[src/rtl/factorial_engine_if.sv]
// Request/response handshake bundle for the factorial engine.
// The master issues operands and consumes results; the slave is the engine.
interface factorial_engine_if #(
  parameter int WIDTH = 32,
  parameter int NW    = 6
);
  logic             in_valid;
  logic             in_ready;
  logic [NW-1:0]    in_n;
  logic             out_valid;
  logic             out_ready;
  logic [WIDTH-1:0] out_result;
  logic             out_ovf;
  logic             busy;

  modport master (
    output in_valid, in_n, out_ready,
    input  in_ready, out_valid, out_result, out_ovf, busy
  );

  modport slave (
    input  in_valid, in_n, out_ready,
    output in_ready, out_valid, out_result, out_ovf, busy
  );
endinterface

[src/rtl/factorial_engine.sv]
// Sequential n! unit: one shift-add multiply step per cycle, NW steps per
// factor, saturating to all-ones as soon as the running product overflows.
module factorial_engine #(
  parameter int WIDTH = 32,
  parameter int NW    = 6
) (
  input  logic               clk1,
  input  logic               rst_n,
  factorial_engine_if.slave  bus
);
  localparam int PW = WIDTH + NW;
  localparam int IW = (NW > 1) ? $clog2(NW) : 1;

  typedef enum logic [1:0] {S_IDLE, S_MUL, S_CHECK, S_DONE} state_t;

  state_t           state_q, state_d;
  logic [WIDTH-1:0] acc_q, acc_d;
  logic [NW-1:0]    k_q, k_d;
  logic [PW-1:0]    p_q, p_d;
  logic [IW-1:0]    i_q, i_d;
  logic [WIDTH-1:0] res_q, res_d;
  logic             ovf_q, ovf_d;

  logic [PW-1:0]    acc_ext;
  logic [NW-1:0]    k_dec;

  assign acc_ext = {{NW{1'b0}}, acc_q};
  assign k_dec   = k_q - NW'(1);

  always_ff @(posedge clk1) begin
    if (!rst_n) begin
      state_q <= S_IDLE;
      acc_q   <= '0;
      k_q     <= '0;
      p_q     <= '0;
      i_q     <= '0;
      res_q   <= '0;
      ovf_q   <= 1'b0;
    end else begin
      state_q <= state_d;
      acc_q   <= acc_d;
      k_q     <= k_d;
      p_q     <= p_d;
      i_q     <= i_d;
      res_q   <= res_d;
      ovf_q   <= ovf_d;
    end
  end

  always_comb begin
    state_d = state_q;
    acc_d   = acc_q;
    k_d     = k_q;
    p_d     = p_q;
    i_d     = i_q;
    res_d   = res_q;
    ovf_d   = ovf_q;
    case (state_q)
      S_IDLE: begin
        if (bus.in_valid) begin
          acc_d = WIDTH'(1);
          k_d   = bus.in_n;
          if (bus.in_n < NW'(2)) begin
            res_d   = WIDTH'(1);
            ovf_d   = 1'b0;
            state_d = S_DONE;
          end else begin
            p_d     = '0;
            i_d     = '0;
            state_d = S_MUL;
          end
        end
      end
      S_MUL: begin
        // Bit i of the current factor selects acc shifted by i into p.
        if (k_q[i_q]) p_d = p_q + (acc_ext << i_q);
        i_d = i_q + IW'(1);
        if (i_q == IW'(NW - 1)) state_d = S_CHECK;
      end
      S_CHECK: begin
        if (|p_q[PW-1:WIDTH]) begin
          res_d   = '1;
          ovf_d   = 1'b1;
          state_d = S_DONE;
        end else begin
          acc_d = p_q[WIDTH-1:0];
          k_d   = k_dec;
          if (k_dec == NW'(1)) begin
            res_d   = p_q[WIDTH-1:0];
            ovf_d   = 1'b0;
            state_d = S_DONE;
          end else begin
            p_d     = '0;
            i_d     = '0;
            state_d = S_MUL;
          end
        end
      end
      S_DONE: begin
        if (bus.out_ready) state_d = S_IDLE;
      end
      default: state_d = S_IDLE;
    endcase
  end

  assign bus.in_ready   = (state_q == S_IDLE);
  assign bus.out_valid  = (state_q == S_DONE);
  assign bus.busy       = (state_q != S_IDLE);
  assign bus.out_result = res_q;
  assign bus.out_ovf    = ovf_q;
endmodule

[src/flat_wrapper.sv]
// flat-port wrapper written by rule: the top's interface ports become plain ports
module factorial_engine_flat 
#(
  parameter int WIDTH = 32,
  parameter int NW    = 6
)
  (clk1, rst_n, bus_in_valid, bus_in_n, bus_out_ready, bus_in_ready, bus_out_valid, bus_out_result, bus_out_ovf, bus_busy);
  factorial_engine_if #(.WIDTH(WIDTH), .NW(NW)) bus_i ();
  input  logic clk1;
  input  logic rst_n;
  input wire logic [$bits(bus_i.in_valid)-1:0] bus_in_valid;
  input wire logic [$bits(bus_i.in_n)-1:0] bus_in_n;
  input wire logic [$bits(bus_i.out_ready)-1:0] bus_out_ready;
  output wire logic [$bits(bus_i.in_ready)-1:0] bus_in_ready;
  output wire logic [$bits(bus_i.out_valid)-1:0] bus_out_valid;
  output wire logic [$bits(bus_i.out_result)-1:0] bus_out_result;
  output wire logic [$bits(bus_i.out_ovf)-1:0] bus_out_ovf;
  output wire logic [$bits(bus_i.busy)-1:0] bus_busy;
  assign bus_i.in_valid = bus_in_valid;
  assign bus_i.in_n = bus_in_n;
  assign bus_i.out_ready = bus_out_ready;
  assign bus_in_ready = bus_i.in_ready;
  assign bus_out_valid = bus_i.out_valid;
  assign bus_out_result = bus_i.out_result;
  assign bus_out_ovf = bus_i.out_ovf;
  assign bus_busy = bus_i.busy;
  factorial_engine #(.WIDTH(WIDTH), .NW(NW)) u_core (.clk1(clk1), .rst_n(rst_n), .bus(bus_i));
endmodule
[config.mk]
export PLATFORM = sky130hd
export DESIGN_NAME = factorial_engine_flat
export DESIGN_NICKNAME = d
export VERILOG_FILES = /design/src/rtl/factorial_engine_if.sv /design/src/rtl/factorial_engine.sv /design/src/flat_wrapper.sv
export SDC_FILE = /design/constraint.sdc
export NUM_CORES = 1
export LEC_CHECK = 0
export ABC_CLOCK_PERIOD_IN_PS = 3570
export BUFFER_PORTS_ARGS = -buffer_cell sky130_fd_sc_hd__buf_4
export CAP_MARGIN = 20
export CORE_MARGIN = 2
export CORE_UTILIZATION = 40
export DETAILED_ROUTE_END_ITERATION = 12
export GPL_TIMING_DRIVEN = 0
export SLEW_MARGIN = 10
export SYNTH_ARGS = -nofsm -noshare
export SYNTH_HDL_FRONTEND = slang
export SYNTH_SLANG_ARGS = --single-unit
[constraint.sdc]
create_clock -name clk1 -period 3.57 [get_ports clk1]
set_input_delay 0.357 -clock clk1 [delete_from_list [all_inputs] [get_ports clk1]]
set_output_delay 0.357 -clock clk1 [all_outputs]
set_load 0.02 [all_outputs]
== After elaboration in Yosys (flattened, before gate mapping) ==
Cells that the tools add are included.
Operators by class
  $add $sub $neg: 3
  magnitude comparators: 2
  eq/ne operators: 14
  shift-type cells: 1
  multiplexer cells: 36
  reductions and logical operators: 10
Operator list (count)
  2-to-1 mux 32 bit: 6
  2-to-1 mux 38 bit: 5
  one-hot mux 32 bit (2 select lines): 2
  one-hot mux 38 bit (3 select lines): 1
  adder 38 bit: 1
  left shift 32 x 3 -> 38 bit: 1
  2-to-1 mux 2 bit: 6
  2-to-1 mux 3 bit: 4
  2-to-1 mux 6 bit: 2
  one-hot mux 6 bit (2 select lines): 1
  != test 2 bit (second input constant): 5
  one-hot mux 3 bit (3 select lines): 1
  one-hot mux 2 bit (4 select lines): 1
  == test 6 x 1 -> 1 bit (second input constant): 1
  less-than comparator 6 x 2 -> 1 bit (second input constant): 1
  != test 2 x 1 -> 1 bit (second input constant): 3
  AND reduction 3 bit: 2
  AND reduction 6 bit: 1
  OR reduction 6 bit: 1
  subtractor 6 x 1 -> 6 bit (second input constant): 1
  2-to-1 mux 1 bit: 5
  AND reduction 5 bit: 1
  == test 2 bit (second input constant): 2
  less-than comparator 3 x 4 -> 1 bit (second input constant): 1
  other kinds (10): 11
Word-level totals
  register bits after elaboration: 114
  input bits: 10
  word-level logic and storage cells: 73

== Logic depth before layout (Yosys ltp) ==
Gate-level depths: netlist of the first run.
  depth after elaboration: 5
  depth in mapped cells: 16
  depth with buffers taken out: 14

== Worst setup path before layout of the first run ==
Ideal clock, no wire load.
  kind: reg2reg
  from: reg u_core.i_q[1]
  to: reg u_core.p_q[27]
  data arrival time: 3.596 ns
  data required time: 3.453 ns
  setup slack: -0.143 ns
  cell stages (with the launch flop): 15
  cell sequence: dfxtp_1 > buf_1 > clkbuf_1 > mux2i_1 > nand2_1 > o21ai_0 > mux2i_1 > ha_1 > and4_1 > a221oi_1 > a31o_2 > a211oi_4 > o21a_1 > or3_1 > a32o_1
On the way
  cells in the longest elaborated chain, start to end: 4
  elaborated cells on any way between the ends: 8
  classes of those cells: 1 x add/sub; 1 x eq/ne; 1 x shift; 4 x mux; 1 x reduce/logical
RTL lines
  from (decl): line factorial_engine.sv:20  | logic [IW-1:0] i_q, i_d;
  from (signal assigned): line factorial_engine.sv:44  | i_q <= i_d;
  left shift 32 x 3 -> 38 bit or binary-select mux 1 bit (select 3 bit) (tied branches): line factorial_engine.sv:76  | if (k_q[i_q]) p_d = p_q + (acc_ext << i_q);
  adder 38 bit or 2-to-1 mux 1 bit (tied branches): line factorial_engine.sv:76
  2-to-1 mux 38 bit or != test 2 x 1 -> 1 bit (tied branches)
  one-hot mux 38 bit (3 select lines) or AND reduction 6 bit (tied branches)
  to (signal assigned): line factorial_engine.sv:43  | p_q <= p_d;
  to (decl): line factorial_engine.sv:19  | logic [PW-1:0] p_q, p_d;
Parallel ways exist; a longest one is shown, timed or not. The select of a mux whose other input is x is not followed.
A chain may end at the register's enable or synchronous reset.

== Final worst setup path of the first run ==
Same ends and word-level chain as after synthesis.

==> reports/metrics.yaml, run 1 <==
cts-buffers-inserted: 17
end_kind: "flop"
synthToLayoutAreaGrowth_pct: 24.21
fin_crit_sh: 1.007
routabilityCongestion: 0.9397
synthCells: 994
drtIter0Drc: 714
cts_tree: "built"
synth-edff-count: 0
worstMarginPinSlew_ns: 0.8963
final_common_cell: "nand2_1"
syn_area_um2: 7841
grt_overflow: 0
power_w: 0.003507
initial_core_util: 0.4056
setup_slack_ns: -0.02538
critPathSlowestCell: "ha_1"
design_area_um2: 9739
synth_top_cell_by_area: "dfxtp_1"
yosys_warnings: 0
drt_wl_total_um: 26470
cts-root-buf: "clkbuf_16"
core_um2: 19330
antenna_found_initial: 0
worst_ep_required_time_ns: 3.90
drive_gt1_frac: 0.2165
portBuffers: 45
worst_hold_slack_ns: 0.2043
synth-seq-area-share: 0.2910
worstHoldPathType: "in2reg"
fillerInstances: 1867
period_needed_ns: 3.595
ff_latch_area_um2: 2286
drtPass1Iterations: 6
skew_ns: 0.007834
vias: 7925
maxCapViolCount: 0
ios: 46
p_per_area_nw_per_um2: 360.0
setup_viol: 3
cts.path.max_buffers: 2
clock.fmax_mhz: 278.1
cp_max_fo: 10
synth_top_area_frac: 0.2910
slowest_delay_ns: 0.43
syn_nets: 1046
postRouteAntennaNets: 0
synthArstFlopShare: 0
fp-row-count: 51
report.final.slew_viol_count: 0
ir_drop_v: 0.0003365
viasPerCell: 5.888
tns_ns: -0.04872
fp.dieH_um: 144.0
dp_hpwl_um: 19420
reg2reg_slack_ns: -0.03
die-area_um2: 20740
rsz0062_at_grt: "yes"
p_leak_nw: 3.509
synth_flop_cell: "dfxtp_1"
relSlewSlack: 0.4003
grt_max_degree: 17
grt_pass1_wl_um: 39660
crit_arrival_ns: 3.92
antenna_cells: 0
wl_per_cell_um: 19.67
status: "finished, violations left"
synthTopCellsByArea: "dfxtp_1 29%, a21oi_1 8.2%, nand2_1 6.6%, ha_1 6.5%, mux4_2 6.0%"
htree_levels: 4
grt_usage: 0.2530
path_class: "reg2reg"
cts.sinks: 114
die_x_um: 144.0
layout.nets: 1120
cp_cell_sequence: "clkbuf_16 -> mux2_4 -> nor2_1 -> a211oi_1 -> o21bai_1 -> ha_1 -> and4_4 -> nand2_2 -> or3_4 -> a31o_4 -> a211oi_4 -> buf_6 -> o21a_1 -> o21ai_1 -> a32o_1"
syn_avg_cell_area_um2: 7.889
violations: "negative setup slack"
grt_pass1_vias: 7000
cp-start-kind: "flop"
mostFrequentLayoutCells: "133 x nand2_1, 117 x a21oi_1, 113 x dfxtp_1"
postCtsHoldBufs: 0
clk_latency_ns: 0.44
placed_cell_area_um2: 8517
multi_input_area_um2: 5642
drc_errors: 0
ys_ff_latch: 114
path_clk_slew_ns: 0.06
synth.distinct_cells: 68
hold_viol: 0
==> metrics by stage <==
step,utilization,worst slack [ns],std cells
final,0.5037,-0.02538,1346
after global routing,0.5037,-0.1068,1346
after CTS,0.4878,0.006052,1342
after detailed placement,0.4405,-0.6899,1304
after global placement,0.4405,-0.6756,1304
after floorplan,-,0.03531,994
==> final timing paths <==
path                                     startpoint                                     end  cells past startpoint
max                      u_core.i_q[1]$_SDFFE_PN0P_             u_core.p_q[27]$_SDFFE_PN0P_                     15
min                                     bus_in_n[0]              u_core.k_q[0]$_SDFFE_PN0P_                      3
max reg2reg              u_core.i_q[1]$_SDFFE_PN0P_             u_core.p_q[27]$_SDFFE_PN0P_                     15
min reg2reg  u_core.bus.out_result[27]$_SDFFE_PN0P_  u_core.bus.out_result[27]$_SDFFE_PN0P_                      2
==> power breakdown <==
part | switching [W] | total (W) | internal (W) | leakage, nW
logic | 0.000315 | 0.000475 | 0.000160 | 2.31
clock network | 0.000682 | 0.00172 | 0.00103 | 0.277
registers | 0.0000264 | 0.00132 | 0.00129 | 0.921
==> what timing repair did <==
action,in CTS,in global routing
buffers inserted,8,4
pin swaps,7,19
gates cloned,0,0
setup endpoints to repair,30,22
resized for setup,63,65
==> metal layers <==
metal | vias up | wire length, um | global-route usage
met5 | - | 0 | 0
met4 | 0 | 718 | 0.08875
met3 | 47 | 1650 | 0.05166
met2 | 298 | 11890 | 0.3759
met1 | 3808 | 12220 | 0.3637
li1 | 3772 | - | -
==> cell usage after synthesis (all sizes together), types with 8 or more instances <==
master	number
a211oi	16
a21o	14
a21oi	128
and2	26
buf	16
clkbuf	47
dfxtp	114
ha	41
inv	24
mux2	30
mux2i	11
mux4	21
nand2	137
nand2b	9
nand3	41
nand4	9
nor2	65
nor3	19
o211ai	21
o21ai	80
o21bai	8
xnor2	15
xor2	11
==> registers in the layout, indices dropped and copies added, names as in the netlist <==
name / cells
u_core.p_q: 38
u_core.acc_q: 32
u_core.i_q: 3
u_core.bus.out_ovf: 1
u_core.bus.out_result: 32
u_core.k_q: 6
u_core.state_q: 2
==> critical path, delay by kind of cell (launching register included) <==
family | cells | cell delay [ns]
muxes | 1 | 0.33
buffers and inverters | 2 | 0.34
DFF | 1 | 0.40
AOI/OAI and AO/OA | 7 | 1.18
adders and majority gates | 1 | 0.43
and+or+nand+nor | 4 | 0.80
==> final cells by class <==
type,instances,area share
Tap cell,265,0.03404
Timing Repair Buffer,57,0.04432
Clock inverter,14,0.01619
Clock buffer,18,0.04406
Multi-Input combinational cell,793,0.5793
Sequential cell,114,0.2347
Buffer,61,0.03777
Inverter,24,0.009635
==> cell families (layout without fill, tap and decap cells) <==
family	after synthesis	count (layout)	synth area share
DFF	114	114	0.2910
AOI/OAI and AO/OA	318	318	0.2459
muxes	62	62	0.1174
adders and majority gates	42	42	0.06797
and+or+nand+nor	345	345	0.2038
xor gates and xnor gates	26	26	0.02904
buffers and inverters	87	174	0.04484
No activity file was read; power rests on OpenSTA's default activity.
==> run 2: changes to the inputs <==
Settings changed: CORE_UTILIZATION 40 to 56, MAX_ROUTING_LAYER from default to met4, PLACE_DENSITY from default to 0.77.
==> reports/metrics.yaml, run 2 (same netlist as run 1, synthesis figures left out) <==
drtPass1Iterations: 6  # unchanged
status: "finished, violations left"  # unchanged
report.final.slew_viol_count: 0  # unchanged
fp-row-count: 43  # was 51
htree_levels: 4  # unchanged
final_common_cell: "nand2_1"  # unchanged
relSlewSlack: 0.5150  # was 0.4003
cts_tree: "built"  # unchanged
setup_slack_ns: -0.05214  # was -0.02538 ns
multi_input_area_um2: 5670  # was 5642 um2
drt_wl_total_um: 26190  # was 26470 um
p_leak_nw: 3.640  # was 3.509 nW
wl_per_cell_um: 20.51  # was 19.67 um
postCtsHoldBufs: 0  # unchanged
worstHoldPathType: "in2reg"  # unchanged
portBuffers: 45  # unchanged
ios: 46  # unchanged
cts.sinks: 114  # unchanged
layout.nets: 1136  # was 1120
largest_reg_flops: 38  # unchanged
viasPerCell: 6.523  # was 5.888
place_ws_ns: -0.7011  # was -0.6899 ns
grt_max_degree: 17  # unchanged
clock.fmax_mhz: 276.1  # was 278.1 MHz
vias: 8330  # was 7925
ir_drop_v: 0.0003599  # was 0.0003365 V
fillerInstances: 1056  # was 1867
cts-buffers-inserted: 17  # unchanged
cp_max_fo: 10  # unchanged
ff_latch_area_um2: 2287  # was 2286 um2
antenna_cells: 0  # unchanged
mostFrequentLayoutCells: "132 x nand2_1, 117 x a21oi_1, 112 x dfxtp_1"  # was 133 x nand2_1, 117 x a21oi_1, 113 x dfxtp_1
die_x_um: 122.3  # was 144.0 um
crit_arrival_ns: 3.95  # was 3.92 ns
drive_gt1_frac: 0.2361  # was 0.2165
maxCapViolCount: 0  # unchanged
path_clk_slew_ns: 0.06  # about the same
dp_hpwl_um: 17900  # was 19420 um
cp-start-kind: "flop"  # unchanged
antenna_found_initial: 0  # unchanged
grt_pass1_vias: 7549  # was 7000
p_per_area_nw_per_um2: 375.5  # was 360.0 nW/um2
design_area_um2: 9862  # was 9739 um2
cts.path.max_buffers: 2  # unchanged
grt_pass1_wl_um: 39630  # was 39660 um
synthToLayoutAreaGrowth_pct: 25.77  # was 24.21%
postRouteAntennaNets: 0  # unchanged
setup_viol: 4  # was 3
end_kind: "flop"  # unchanged
drc_errors: 0  # unchanged
grt_overflow: 0  # unchanged
placed_cell_area_um2: 8411  # was 8517 um2
path_class: "reg2reg"  # unchanged
grt_usage: 0.3548  # was 0.2530
period_needed_ns: 3.622  # was 3.595 ns
rsz0062_at_grt: "yes"  # unchanged
violations: "negative setup slack"  # unchanged
routabilityCongestion: 0.9784  # was 0.9397
cts-root-buf: "clkbuf_16"  # unchanged
worstMarginPinSlew_ns: 0.7248  # was 0.8963 ns
clk_latency_ns: 0.44  # about the same
drtIter0Drc: 865  # was 714
worst_ep_required_time_ns: 3.90  # about the same
core_um2: 13770  # was 19330 um2
die-area_um2: 14960  # was 20740 um2
fin_crit_sh: 1.015  # was 1.007
top_register: "u_core.p_q"  # unchanged
initial_core_util: 0.5693  # was 0.4056
hold_viol: 0  # unchanged
skew_ns: 0.009839  # was 0.007834 ns
fp.dieH_um: 122.3  # was 144.0 um
run 2: cell type report:
cell class              instances  share of cell area
multi-input cells             793              0.5750
flip-flops and latches        114              0.2319
repair buffers                 73             0.05722
clock buffers                  17             0.04314
plain buffers                  61             0.03806
well taps                     180             0.02284
clock inverters                15             0.02233
inverters                      24            0.009515
run 2: final timing paths:
kind | from | endpoint | slack [ns] | cells after the start
worst max-delay path | u_core.i_q[1]$_SDFFE_PN0P_ | u_core.p_q[27]$_SDFFE_PN0P_ | -0.05 | 17
worst min-delay path | bus_in_n[0] | u_core.k_q[0]$_SDFFE_PN0P_ | 0.20 | 3
worst max register to register | u_core.i_q[1]$_SDFFE_PN0P_ | u_core.p_q[27]$_SDFFE_PN0P_ | -0.05 | 17
worst min register to register | u_core.bus.out_result[19]$_SDFFE_PN0P_ | u_core.bus.out_result[19]$_SDFFE_PN0P_ | 0.46 | 2
run 2: where the power goes:
group / switching [W] / total, W / leakage (nW) / internal [W]
clock network: 0.000714 / 0.00190 / 0.313 / 0.00119
logic: 0.000311 / 0.000483 / 2.41 / 0.000172
registers: 0.0000274 / 0.00132 / 0.921 / 0.00129
total: 0.00105 / 0.00370 / 3.64 / 0.00265
run 2: timing repair:
item,4_1_cts,5_1_grt
gates cloned,2,0
pin swaps,17,19
gates resized for setup,70,62
hold endpoints to repair,0,0
endpoints found under the setup margin,30,21
buffers inserted,18,8
run 2: metrics by stage:
stage / cells / hold WS [ns] / total power (W) / util / TNS [ns]
final: 1277 / 0.1982 / 0.003703 / 0.7160 / -0.1229
after global routing: 1277 / 0.2140 / 0.003796 / 0.7160 / -0.8970
after CTS: 1269 / 0.1912 / 0.003666 / 0.6912 / -0.003437
after detailed placement: 1219 / 0.4472 / 0.001754 / 0.6106 / -12.12
after global placement: 1219 / 0.4398 / 0.001753 / 0.6106 / -10.90
after floorplan: 994 / 0.4389 / 0.001630 / - / 0
run 2: worst max-delay path, cell delays in order (launching register included):
cell and delay [ns]:
dfxtp_4 0.42, buf_8 0.16, clkbuf_16 0.17, mux2i_2 0.24
nand2_1 0.08, o21ai_0 0.12, mux2i_1 0.16, ha_1 0.34
buf_4 0.16, nand3_1 0.09, nand2_2 0.08, a221oi_4 0.35
a31o_4 0.22, a211oi_4 0.06, buf_6 0.15, o21a_1 0.17
or3_1 0.30, a32o_1 0.26
run 2: per-layer routing:
layer  track usage  up-vias  wire length [um]
li1              -     3808                 -
met1        0.4557     3930             10430
met2        0.5344      482             12060
met3       0.05809      110              2340
met4        0.1925        0              1359
met5             -        -                 0
==> run 3: changes to the inputs <==
Settings changed: BUFFER_PORTS_ARGS -buffer_cell sky130_fd_sc_hd__buf_4 to default, CORE_UTILIZATION 56 to 59, DONT_BUFFER_PORTS from default to 1, PLACE_DENSITY 0.77 to 0.78, SLEW_MARGIN 10 to default.
==> reports/metrics.yaml, run 3 (same netlist as run 1, synthesis figures left out) <==
largest_reg_flops: 38  # unchanged
fin_crit_sh: 1.031  # was 1.015
cts.path.max_buffers: 2  # unchanged
die_x_um: 119.3  # was 122.3 um
drive_gt1_frac: 0.2104  # was 0.2361
clock.fmax_mhz: 271.7  # was 276.1 MHz
seqPwrFrac: 0.384  # was 0.356
cp-start-kind: "flop"  # unchanged
power_w: 0.003428  # was 0.003703 W
portBuffers: 0  # was 45
worstHoldPathType: "in2reg"  # unchanged
fp.dieH_um: 119.3  # was 122.3 um
rsz0062_at_grt: "yes"  # unchanged
top_register: "u_core.p_q"  # unchanged
p_leak_nw: 3.376  # was 3.640 nW
cts_tree: "built"  # unchanged
report.final.slew_viol_count: 0  # unchanged
viasPerCell: 6.605  # was 6.523
dp.cells: 1170  # was 1219
worst_ep_required_time_ns: 3.89  # was 3.90 ns
path_class: "reg2reg"  # unchanged
worstMarginPinSlew_ns: 0.7243  # was 0.7248 ns
pwr-share-comb: 0.143  # was 0.131
dp_hpwl_um: 17850  # was 17900 um
wl_per_cell_um: 21.71  # was 20.51 um
cts-root-buf: "clkbuf_16"  # unchanged
htree_levels: 4  # unchanged
cts-buffers-inserted: 17  # unchanged
cp_num_cells: 12  # was 17
slowest_delay_ns: 0.52  # was 0.42 ns
holdPathStages: 2  # was 3
r2r_cells: 12  # was 17
setup_viol: 6  # was 4
drt_wl_total_um: 26730  # was 26190 um
postCtsHoldBufs: 0  # unchanged
routabilityCongestion: 0.9636  # was 0.9784
vias: 8131  # was 8330
antenna_found_initial: 0  # unchanged
grt_pass1_vias: 7509  # was 7549
ios: 46  # unchanged
violations: "negative setup slack"  # unchanged
hold_viol: 0  # unchanged
grt_max_degree: 17  # unchanged
p_switching_w: 0.001028  # was 0.001052 W
cp_cell_sequence: "clkbuf_16 -> mux2_4 -> mux4_2 -> ha_4 -> and4_4 -> nand2_2 -> or3_4 -> a31o_4 -> a211oi_4 -> o21a_1 -> o21ai_1 -> a32o_1"  # was buf_8 -> clkbuf_16 -> mux2i_2 -> nand2_1 -> o21ai_0 -> mux2i_1 -> ha_1 -> buf_4 -> nand3_1 -> nand2_2 -> a221oi_4 -> a31o_4 -> a211oi_4 -> buf_6 -> o21a_1 -> or3_1 -> a32o_1
end_kind: "flop"  # unchanged
grt_pass1_wl_um: 39540  # was 39630 um
period_needed_ns: 3.680  # was 3.622 ns
critPathSlowestCell: "mux4_2"  # was dfxtp_4
worst_hold_slack_ns: 0.06979  # was 0.1982 ns
drtPass1Iterations: 6  # unchanged
status: "finished, violations left"  # unchanged
p_clk_frac: 0.473  # was 0.514
grt_overflow: 0  # unchanged
maxCapViolCount: 0  # unchanged
placed_cell_area_um2: 8068  # was 8411 um2
cp_max_fo: 6  # was 10
ir_drop_v: 0.0003535  # was 0.0003599 V
switching_share: 0.2999  # was 0.2841
crit_arrival_ns: 4.00  # was 3.95 ns
worst-path-buf-inv: 1  # was 4
mostFrequentLayoutCells: "131 x nand2_1, 119 x a21oi_1, 113 x dfxtp_1"  # was 132 x nand2_1, 117 x a21oi_1, 112 x dfxtp_1
path_clk_slew_ns: 0.06  # about the same
critical_path.top_delay_family: "compound AO/OA/AOI/OAI gates"  # unchanged
drc_errors: 0  # unchanged
die-area_um2: 14230  # was 14960 um2
setup_slack_ns: -0.1101  # was -0.05214 ns
fin_cells: 1231  # was 1277
fp-row-count: 42  # was 43
synthToLayoutAreaGrowth_pct: 21.83  # was 25.77%
initial_core_util: 0.5993  # was 0.5693
grt_usage: 0.3682  # was 0.3548
layout.nets: 1094  # was 1136
antenna_cells: 0  # unchanged
relSlewSlack: 0.5171  # was 0.5150
postRouteAntennaNets: 0  # unchanged
design_area_um2: 9553  # was 9862 um2
skew_ns: 0.01025  # was 0.009839 ns
final_common_cell: "nand2_1"  # unchanged
internal_power_w: 0.002400  # was 0.002651 W
cts.sinks: 114  # unchanged
core_um2: 13090  # was 13770 um2
clk_latency_ns: 0.44  # about the same
drtIter0Drc: 1019  # was 865
p_per_area_nw_per_um2: 358.9  # was 375.5 nW/um2
[run 3: repair_timing]
action	4_1_cts	5_1_grt
buffers inserted	13	17
endpoints found under the setup margin	30	25
hold endpoints to repair	0	0
pin swaps	12	41
gates resized for setup	64	91
cloned	2	0
[run 3: layout make-up]
| type | count | area, um2 |
|---|---|---|
| repair buffers | 32 | 261.5 |
| well taps | 176 | 220.2 |
| multi-input cells | 793 | 5778 |
| flip-flops and latches | 114 | 2286 |
| plain buffers | 60 | 364.1 |
| clock buffers | 21 | 470.5 |
| inverters | 24 | 93.84 |
| clock inverters | 11 | 78.83 |
| fillers | 972 | 3532 |
[run 3: per-layer routing]
layer | share of wire | GRT usage | vias up
li1 | - | - | 3716
met1 | 0.39 | 0.4530 | 3835
met2 | 0.47 | 0.5808 | 470
met3 | 0.089 | 0.07423 | 110
met4 | 0.053 | 0.1763 | 0
met5 | 0 | - | -
[run 3: power groups by stage]
stage,clock (W),combinational [W],sequential [W]
3_5_place_dp,0,0.000405,0.00134
6_report,0.00162,0.000491,0.00132
3_3_place_gp,0,0.000401,0.00134
2_1_floorplan,0,0.000297,0.00133
5_1_grt,0.00166,0.000523,0.00132
4_1_cts,0.00161,0.000438,0.00131
[run 3: path summary, 6_finish.rpt]
kind	start	endpoint	slack (ns)
worst max-delay path	u_core.i_q[1]$_SDFFE_PN0P_	u_core.p_q[27]$_SDFFE_PN0P_	-0.11
worst min-delay path	bus_in_n[0]	u_core.k_q[0]$_SDFFE_PN0P_	0.07
worst max register to register	u_core.i_q[1]$_SDFFE_PN0P_	u_core.p_q[27]$_SDFFE_PN0P_	-0.11
worst min register to register	u_core.acc_q[26]$_SDFFE_PN0P_	u_core.acc_q[26]$_SDFFE_PN0P_	0.47
[run 3: stage by stage]
step | utilization | worst slack (ns) | setup TNS [ns]
3_3_place_gp | 0.6166 | -0.6922 | -11.10
6_report | 0.7301 | -0.1101 | -0.4449
2_1_floorplan | - | 0.03531 | 0
3_5_place_dp | 0.6166 | -0.6690 | -11.44
4_1_cts | 0.6894 | -0.04125 | -0.04125
5_1_grt | 0.7301 | -0.1871 | -1.040
